[src/rtl/fetch_request_unit_if.sv]
// Fetch-address, I-cache request/response and fetch-group output signals of the fetch request unit.
// The master modport is the fetch request unit; the slave modport is its surrounding environment.
interface fetch_request_unit_if;
    logic        flush;
    logic [31:0] pc;
    logic        ready;
    logic        ic_req;
    logic [31:0] ic_addr;
    logic        ic_gnt;
    logic        ic_rvalid;
    logic [63:0] ic_rdata;
    logic        out_valid;
    logic        out_ready;
    logic [31:0] out_vaddr;
    logic [63:0] out_instr;
    logic [1:0]  out_mask;

    modport master (
        input  flush, pc, ic_gnt, ic_rvalid, ic_rdata, out_ready,
        output ready, ic_req, ic_addr, out_valid, out_vaddr, out_instr, out_mask
    );

    modport slave (
        output flush, pc, ic_gnt, ic_rvalid, ic_rdata, out_ready,
        input  ready, ic_req, ic_addr, out_valid, out_vaddr, out_instr, out_mask
    );
endinterface

[src/rtl/fetch_request_unit.sv]
// Issues aligned I-cache fetches, tracks them in order, drops flushed responses, and queues 2-instruction groups.
// Latency: response cycle + 1 to out_valid. Issue stops when the in-flight/queued credit runs out. Perf counters are built only with FETCH_PERF_CNT_EN.
module fetch_request_unit #(
    parameter int DEPTH = 4,
    parameter int CNT_W = 32
) (
    input  logic                  clk,
    input  logic                  rst,
    fetch_request_unit_if.master  fif,
    output logic [CNT_W-1:0]      perf_drop,
    output logic [CNT_W-1:0]      perf_stall
);
    localparam int PW = $clog2(DEPTH);
    typedef logic [PW:0] cnt_t;
    typedef logic [PW+1:0] sum_t;

    typedef struct packed {
        logic [31:0] vaddr;
        logic [63:0] instr;
        logic [1:0]  mask;
    } grp_t;

    logic [31:0]   pend_mem [DEPTH];
    logic [PW-1:0] pend_wp, pend_rp;
    cnt_t          pend_cnt;

    grp_t          out_mem [DEPTH];
    logic [PW-1:0] out_wp, out_rp;
    cnt_t          out_cnt;

    cnt_t          drop_cnt;

    sum_t          sum_po, sum_pd;
    logic          credit_ok, issue, grant;
    logic          rsp_drop, rsp_take, push_out, pop_out;
    logic [31:0]   head_vaddr;
    cnt_t          flush_drop;
    grp_t          out_head;

    assign sum_po    = {1'b0, pend_cnt} + {1'b0, out_cnt};
    assign sum_pd    = {1'b0, pend_cnt} + {1'b0, drop_cnt};
    assign credit_ok = (sum_po < sum_t'(DEPTH)) && (sum_pd < sum_t'(DEPTH));

    assign issue       = ~rst & ~fif.flush & credit_ok;
    assign grant       = issue & fif.ic_gnt;
    assign fif.ic_req  = issue;
    assign fif.ready   = grant;
    assign fif.ic_addr = {fif.pc[31:3], 3'b000};

    assign head_vaddr = pend_mem[pend_rp];
    assign rsp_drop   = fif.ic_rvalid & (drop_cnt != '0);
    // A response with nothing pending and nothing to drop is a protocol error and is ignored.
    assign rsp_take   = fif.ic_rvalid & (drop_cnt == '0) & (pend_cnt != '0);
    assign push_out   = rsp_take & ~fif.flush;
    assign pop_out    = fif.out_valid & fif.out_ready;

    // Every pending request becomes stale on flush; a response arriving that same cycle retires one of them.
    assign flush_drop = cnt_t'(sum_pd - sum_t'(fif.ic_rvalid && (sum_pd != '0)));

    always_ff @(posedge clk) begin
        if (rst) begin
            pend_wp  <= '0;
            pend_rp  <= '0;
            pend_cnt <= '0;
            out_wp   <= '0;
            out_rp   <= '0;
            out_cnt  <= '0;
            drop_cnt <= '0;
        end else if (fif.flush) begin
            pend_wp  <= '0;
            pend_rp  <= '0;
            pend_cnt <= '0;
            out_wp   <= '0;
            out_rp   <= '0;
            out_cnt  <= '0;
            drop_cnt <= flush_drop;
        end else begin
            if (grant)    pend_wp <= pend_wp + PW'(1);
            if (rsp_take) pend_rp <= pend_rp + PW'(1);
            pend_cnt <= pend_cnt + cnt_t'(grant) - cnt_t'(rsp_take);
            if (push_out) out_wp <= out_wp + PW'(1);
            if (pop_out)  out_rp <= out_rp + PW'(1);
            out_cnt <= out_cnt + cnt_t'(push_out) - cnt_t'(pop_out);
            if (rsp_drop) drop_cnt <= drop_cnt - cnt_t'(1);
        end
    end

    always_ff @(posedge clk) begin
        if (grant)    pend_mem[pend_wp] <= fif.pc;
        if (push_out) out_mem[out_wp]   <= '{vaddr: head_vaddr,
                                             instr: fif.ic_rdata,
                                             mask:  head_vaddr[2] ? 2'b10 : 2'b11};
    end

    assign out_head      = out_mem[out_rp];
    assign fif.out_valid = (out_cnt != '0);
    assign fif.out_vaddr = fif.out_valid ? out_head.vaddr : '0;
    assign fif.out_instr = fif.out_valid ? out_head.instr : '0;
    assign fif.out_mask  = fif.out_valid ? out_head.mask  : '0;

`ifdef FETCH_PERF_CNT_EN
    logic [CNT_W-1:0] drop_q, stall_q;
    logic             stale_evt, stall_evt;

    assign stale_evt = fif.ic_rvalid & ((drop_cnt != '0) | (fif.flush & (pend_cnt != '0)));
    assign stall_evt = ~fif.flush & ~credit_ok;

    always_ff @(posedge clk) begin
        if (rst) begin
            drop_q  <= '0;
            stall_q <= '0;
        end else begin
            if (stale_evt && drop_q != '1)  drop_q  <= drop_q + CNT_W'(1);
            if (stall_evt && stall_q != '1) stall_q <= stall_q + CNT_W'(1);
        end
    end

    assign perf_drop  = drop_q;
    assign perf_stall = stall_q;
`else
    assign perf_drop  = '0;
    assign perf_stall = '0;
`endif
endmodule

[src/flat_wrapper.sv]
// flat-port wrapper written by rule: the top's interface ports become plain ports
module fetch_request_unit_flat 
#(
    parameter int DEPTH = 4,
    parameter int CNT_W = 32
)
  (clk, rst, perf_drop, perf_stall, fif_flush, fif_pc, fif_ic_gnt, fif_ic_rvalid, fif_ic_rdata, fif_out_ready, fif_ready, fif_ic_req, fif_ic_addr, fif_out_valid, fif_out_vaddr, fif_out_instr, fif_out_mask);
  fetch_request_unit_if fif_i ();
  input  logic clk;
  input  logic rst;
  output logic [CNT_W-1:0] perf_drop;
  output logic [CNT_W-1:0] perf_stall;
  input wire logic [$bits(fif_i.flush)-1:0] fif_flush;
  input wire logic [$bits(fif_i.pc)-1:0] fif_pc;
  input wire logic [$bits(fif_i.ic_gnt)-1:0] fif_ic_gnt;
  input wire logic [$bits(fif_i.ic_rvalid)-1:0] fif_ic_rvalid;
  input wire logic [$bits(fif_i.ic_rdata)-1:0] fif_ic_rdata;
  input wire logic [$bits(fif_i.out_ready)-1:0] fif_out_ready;
  output wire logic [$bits(fif_i.ready)-1:0] fif_ready;
  output wire logic [$bits(fif_i.ic_req)-1:0] fif_ic_req;
  output wire logic [$bits(fif_i.ic_addr)-1:0] fif_ic_addr;
  output wire logic [$bits(fif_i.out_valid)-1:0] fif_out_valid;
  output wire logic [$bits(fif_i.out_vaddr)-1:0] fif_out_vaddr;
  output wire logic [$bits(fif_i.out_instr)-1:0] fif_out_instr;
  output wire logic [$bits(fif_i.out_mask)-1:0] fif_out_mask;
  assign fif_i.flush = fif_flush;
  assign fif_i.pc = fif_pc;
  assign fif_i.ic_gnt = fif_ic_gnt;
  assign fif_i.ic_rvalid = fif_ic_rvalid;
  assign fif_i.ic_rdata = fif_ic_rdata;
  assign fif_i.out_ready = fif_out_ready;
  assign fif_ready = fif_i.ready;
  assign fif_ic_req = fif_i.ic_req;
  assign fif_ic_addr = fif_i.ic_addr;
  assign fif_out_valid = fif_i.out_valid;
  assign fif_out_vaddr = fif_i.out_vaddr;
  assign fif_out_instr = fif_i.out_instr;
  assign fif_out_mask = fif_i.out_mask;
  fetch_request_unit #(.DEPTH(DEPTH), .CNT_W(CNT_W)) u_core (.clk(clk), .rst(rst), .fif(fif_i), .perf_drop(perf_drop), .perf_stall(perf_stall));
endmodule
[config.mk]
export PLATFORM = sky130hd
export DESIGN_NAME = fetch_request_unit_flat
export DESIGN_NICKNAME = d
export VERILOG_FILES = /design/src/rtl/fetch_request_unit_if.sv /design/src/rtl/fetch_request_unit.sv /design/src/flat_wrapper.sv
export SDC_FILE = /design/constraint.sdc
export NUM_CORES = 1
export LEC_CHECK = 0
export ABC_AREA = 1
export CORE_ASPECT_RATIO = 1.4
export CORE_MARGIN = 3
export CORE_UTILIZATION = 55
export DETAILED_ROUTE_END_ITERATION = 6
export PLACE_DENSITY = 0.84
export SLEW_MARGIN = 20
export SYNTH_ARGS = -nofsm -noshare
export SYNTH_HDL_FRONTEND = slang
export SYNTH_SLANG_ARGS = --single-unit
[constraint.sdc]
create_clock -name clk -period 6.9 [get_ports clk]
set_input_delay 1.035 -clock clk [delete_from_list [all_inputs] [get_ports clk]]
set_output_delay 1.035 -clock clk [all_outputs]
set_load 0.01 [all_outputs]
==> out/metrics.csv <==
metric,value,unit
p_per_area,248,nW/um^2
period_share,72.2,%
relSlewSlack,27.1,%
critPathMaxFanout,125,
synth_fa_ha_area_share,1.49,%
yosysSeqAreaShare,73.4,%
p_leak,8.67,nW
critPathLaunchType,register,
rsz0062_at_grt,no,
ios,299,
nFillCells,2674,
ant_nets,0,
drv_slew,0,
top_usage_layer,met2,
yosysTopAreaCellShare,71.4,%
drtPass1Iterations,5,
crit_type,reg -> out,
finish.instance_area,25400,um^2
cp_data_arrival_time,3950,ps
grt_use_met1,26.3,%
cts_tree,yes,
hold_viol,0,
fp.dieW,174,um
cts_resized,0,
drv_cap,0,
hp-class,reg -> reg,
tightest_slew,1090,ps
wl_per_cell,19.6,um
met2_usage,41.7,%
place_congestion,0.788,
initial_core_util,56.0,%
end_kind,output port,
cts-hold-fix-buffers,0,
peakVddDrop,0.273,mV
dpl_cell_area,23900,um^2
cts-root-buf,clkbuf_16,
setup_viol,0,
grt_pass1_vias,13800,
fp.dieH,241,um
fp-row-count,85,
synth_top_family_by_area,compound AO/OA/AOI/OAI gates,
synth_cell_types,29,
synth_warnings,0,
muxShareOfSynthArea,0,%
overflow,0,
nets,2025,
clock-sinks,537,
synth_xor_xnor_area_share,0.202,%
synth_compound_area_share,9.57,%
drt-initial-drc-count,1416,
drive_gt1_share,5.32,%
status,"complete, no violations",
grt_pass1_wl,73.6,mm
clock_skew,16.2,ps
syn_to_final_growth,17.3,%
ys_top_cells_by_area,"edfxtp_1 71%, nor2_1 8.3%, o21ai_0 6.0%, buf_4 3.6%, a21oi_1 2.5%",
core_area,38700,um^2
vias,13800,
yosys.area.top_type,edfxtp_1,
met3_usage,3.04,%
grt_max_degree,126,
syn_inst,1727,
clock_latency,570,ps
crit_required,5860,ps
antenna_found_initial,2,
fmax,201,MHz
synth-simple-area-share,9.20,%
clk_pin_slew,70,ps
dp_hpwl,28.3,mm
finalCriticalPeriod,4980,ps
routed_wl,48.4,mm
ys_ff_latch,537,
io_buffers,231,
tritoncts.num_buffers,47,
synth_area,21700,um^2
via_per_inst,5.59,
htreeDepth,2,
die_area,41900,um^2
cts_buffer_depth,3,
drc_errors,0,
post_cts_buffers,0,
tns,0,ps
syn_avg_cell_area,12.6,um^2
grt.total_usage,22.3,%
state kept, by name, indices dropped and copies added (netlist names), named ones only:
register and flops:
u_core.drop_cnt 3, u_core.out_cnt 3, u_core.out_mem 388, u_core.out_rp 2, u_core.out_wp 2, u_core.pend_cnt 3
u_core.pend_mem 128, u_core.pend_rp 2, u_core.pend_wp 2
critical path: stages, from the launching register on:
cell and delay [ps]:
dfxtp_4 630, inv_4 920, buf_4 650, o21ai_0 230
a21oi_1 230, clkdlybuf4s50_1 580
final timing paths:
path	slack, ps	startpoint	cells after the start	to
setup / recovery	1920	register	5	fif_out_instr[10]
hold / removal	480	u_core.pend_rp[1]	2	u_core.pend_rp[1]
setup reg to reg	3620	u_core.drop_cnt[1]	10	u_core.out_mem[3][43]
hold reg to reg	480	u_core.pend_rp[1]	2	u_core.pend_rp[1]
layout by cell type (no fill, tap or decap), types with 15 or more instances in the layout:
cell type | Yosys | layout
o21ai_0 | 262 | 262
clkbuf_16 | 0 | 48
a21oi_1 | 110 | 110
inv_1 | 47 | 47
dfxtp_1 | 21 | 18
ha_1 | 21 | 21
conb_1 | 1 | 67
o22ai_1 | 31 | 31
edfxtp_1 | 516 | 516
buf_4 | 103 | 15
nor2_1 | 479 | 471
clkdlybuf4s50_1 | 0 | 231
nand2_1 | 20 | 20
layout make-up:
type	count	area (um^2)	area share [%]
antenna	4	10.0	0.0393
clock buffer	59	1260	4.96
clock inverter	27	203	0.796
inverter	50	195	0.767
multi-input combinational	1016	4750	18.7
sequential	537	15900	62.6
tap	522	653	2.57
timing repair buffer	247	2450	9.64
logic make-up after synthesis:
kind of cell	after synthesis
flops	537
simple gates	514
compound gates	406
buf+inv	240
fa+ha+maj	24
xor+xnor	5
other cells	1
power by group:
group / switching, mW / leakage, nW / internal [mW] / total, mW
Sequential: 0.00748 / 4.81 / 3.58 / 3.59
Combinational: 0.124 / 3.14 / 0.0971 / 0.221
Clock: 1.12 / 0.720 / 1.38 / 2.50
Total: 1.25 / 8.67 / 5.06 / 6.31
cell usage after synthesis (all sizes together):
master	instances
a21oi	110
a32oi	1
buf	134
clkbuf	56
conb	1
dfxtp	21
edfxtp	516
fa	3
ha	21
inv	50
nand2	20
nand3	7
nand4	3
nor2	482
nor3	1
o21ai	264
o22ai	31
or2	1
xnor2	1
xor2	4
layer usage:
| metal | wire length (um) | share of wire, % |
|---|---|---|
| met1 | 17600 | 36 |
| met2 | 26000 | 54 |
| met3 | 3360 | 6.9 |
| met4 | 1390 | 2.9 |
| met5 | 6 | 0.012 |
stage by stage:
stage | util [%] | hold slack [ps] | setup slack [ps] | total power [mW] | std cells
floorplan | - | 433 | 865 | 3.78 | 1793
global placement | 61.8 | 448 | 2590 | 3.87 | 2371
detailed placement | 61.9 | 475 | 2490 | 3.88 | 2371
CTS | 65.6 | 488 | 1910 | 6.34 | 2457
global route | 65.7 | 508 | 1670 | 6.50 | 2459
finish | 65.7 | 484 | 1920 | 6.31 | 2462
(Power assumes the default switching activity.)
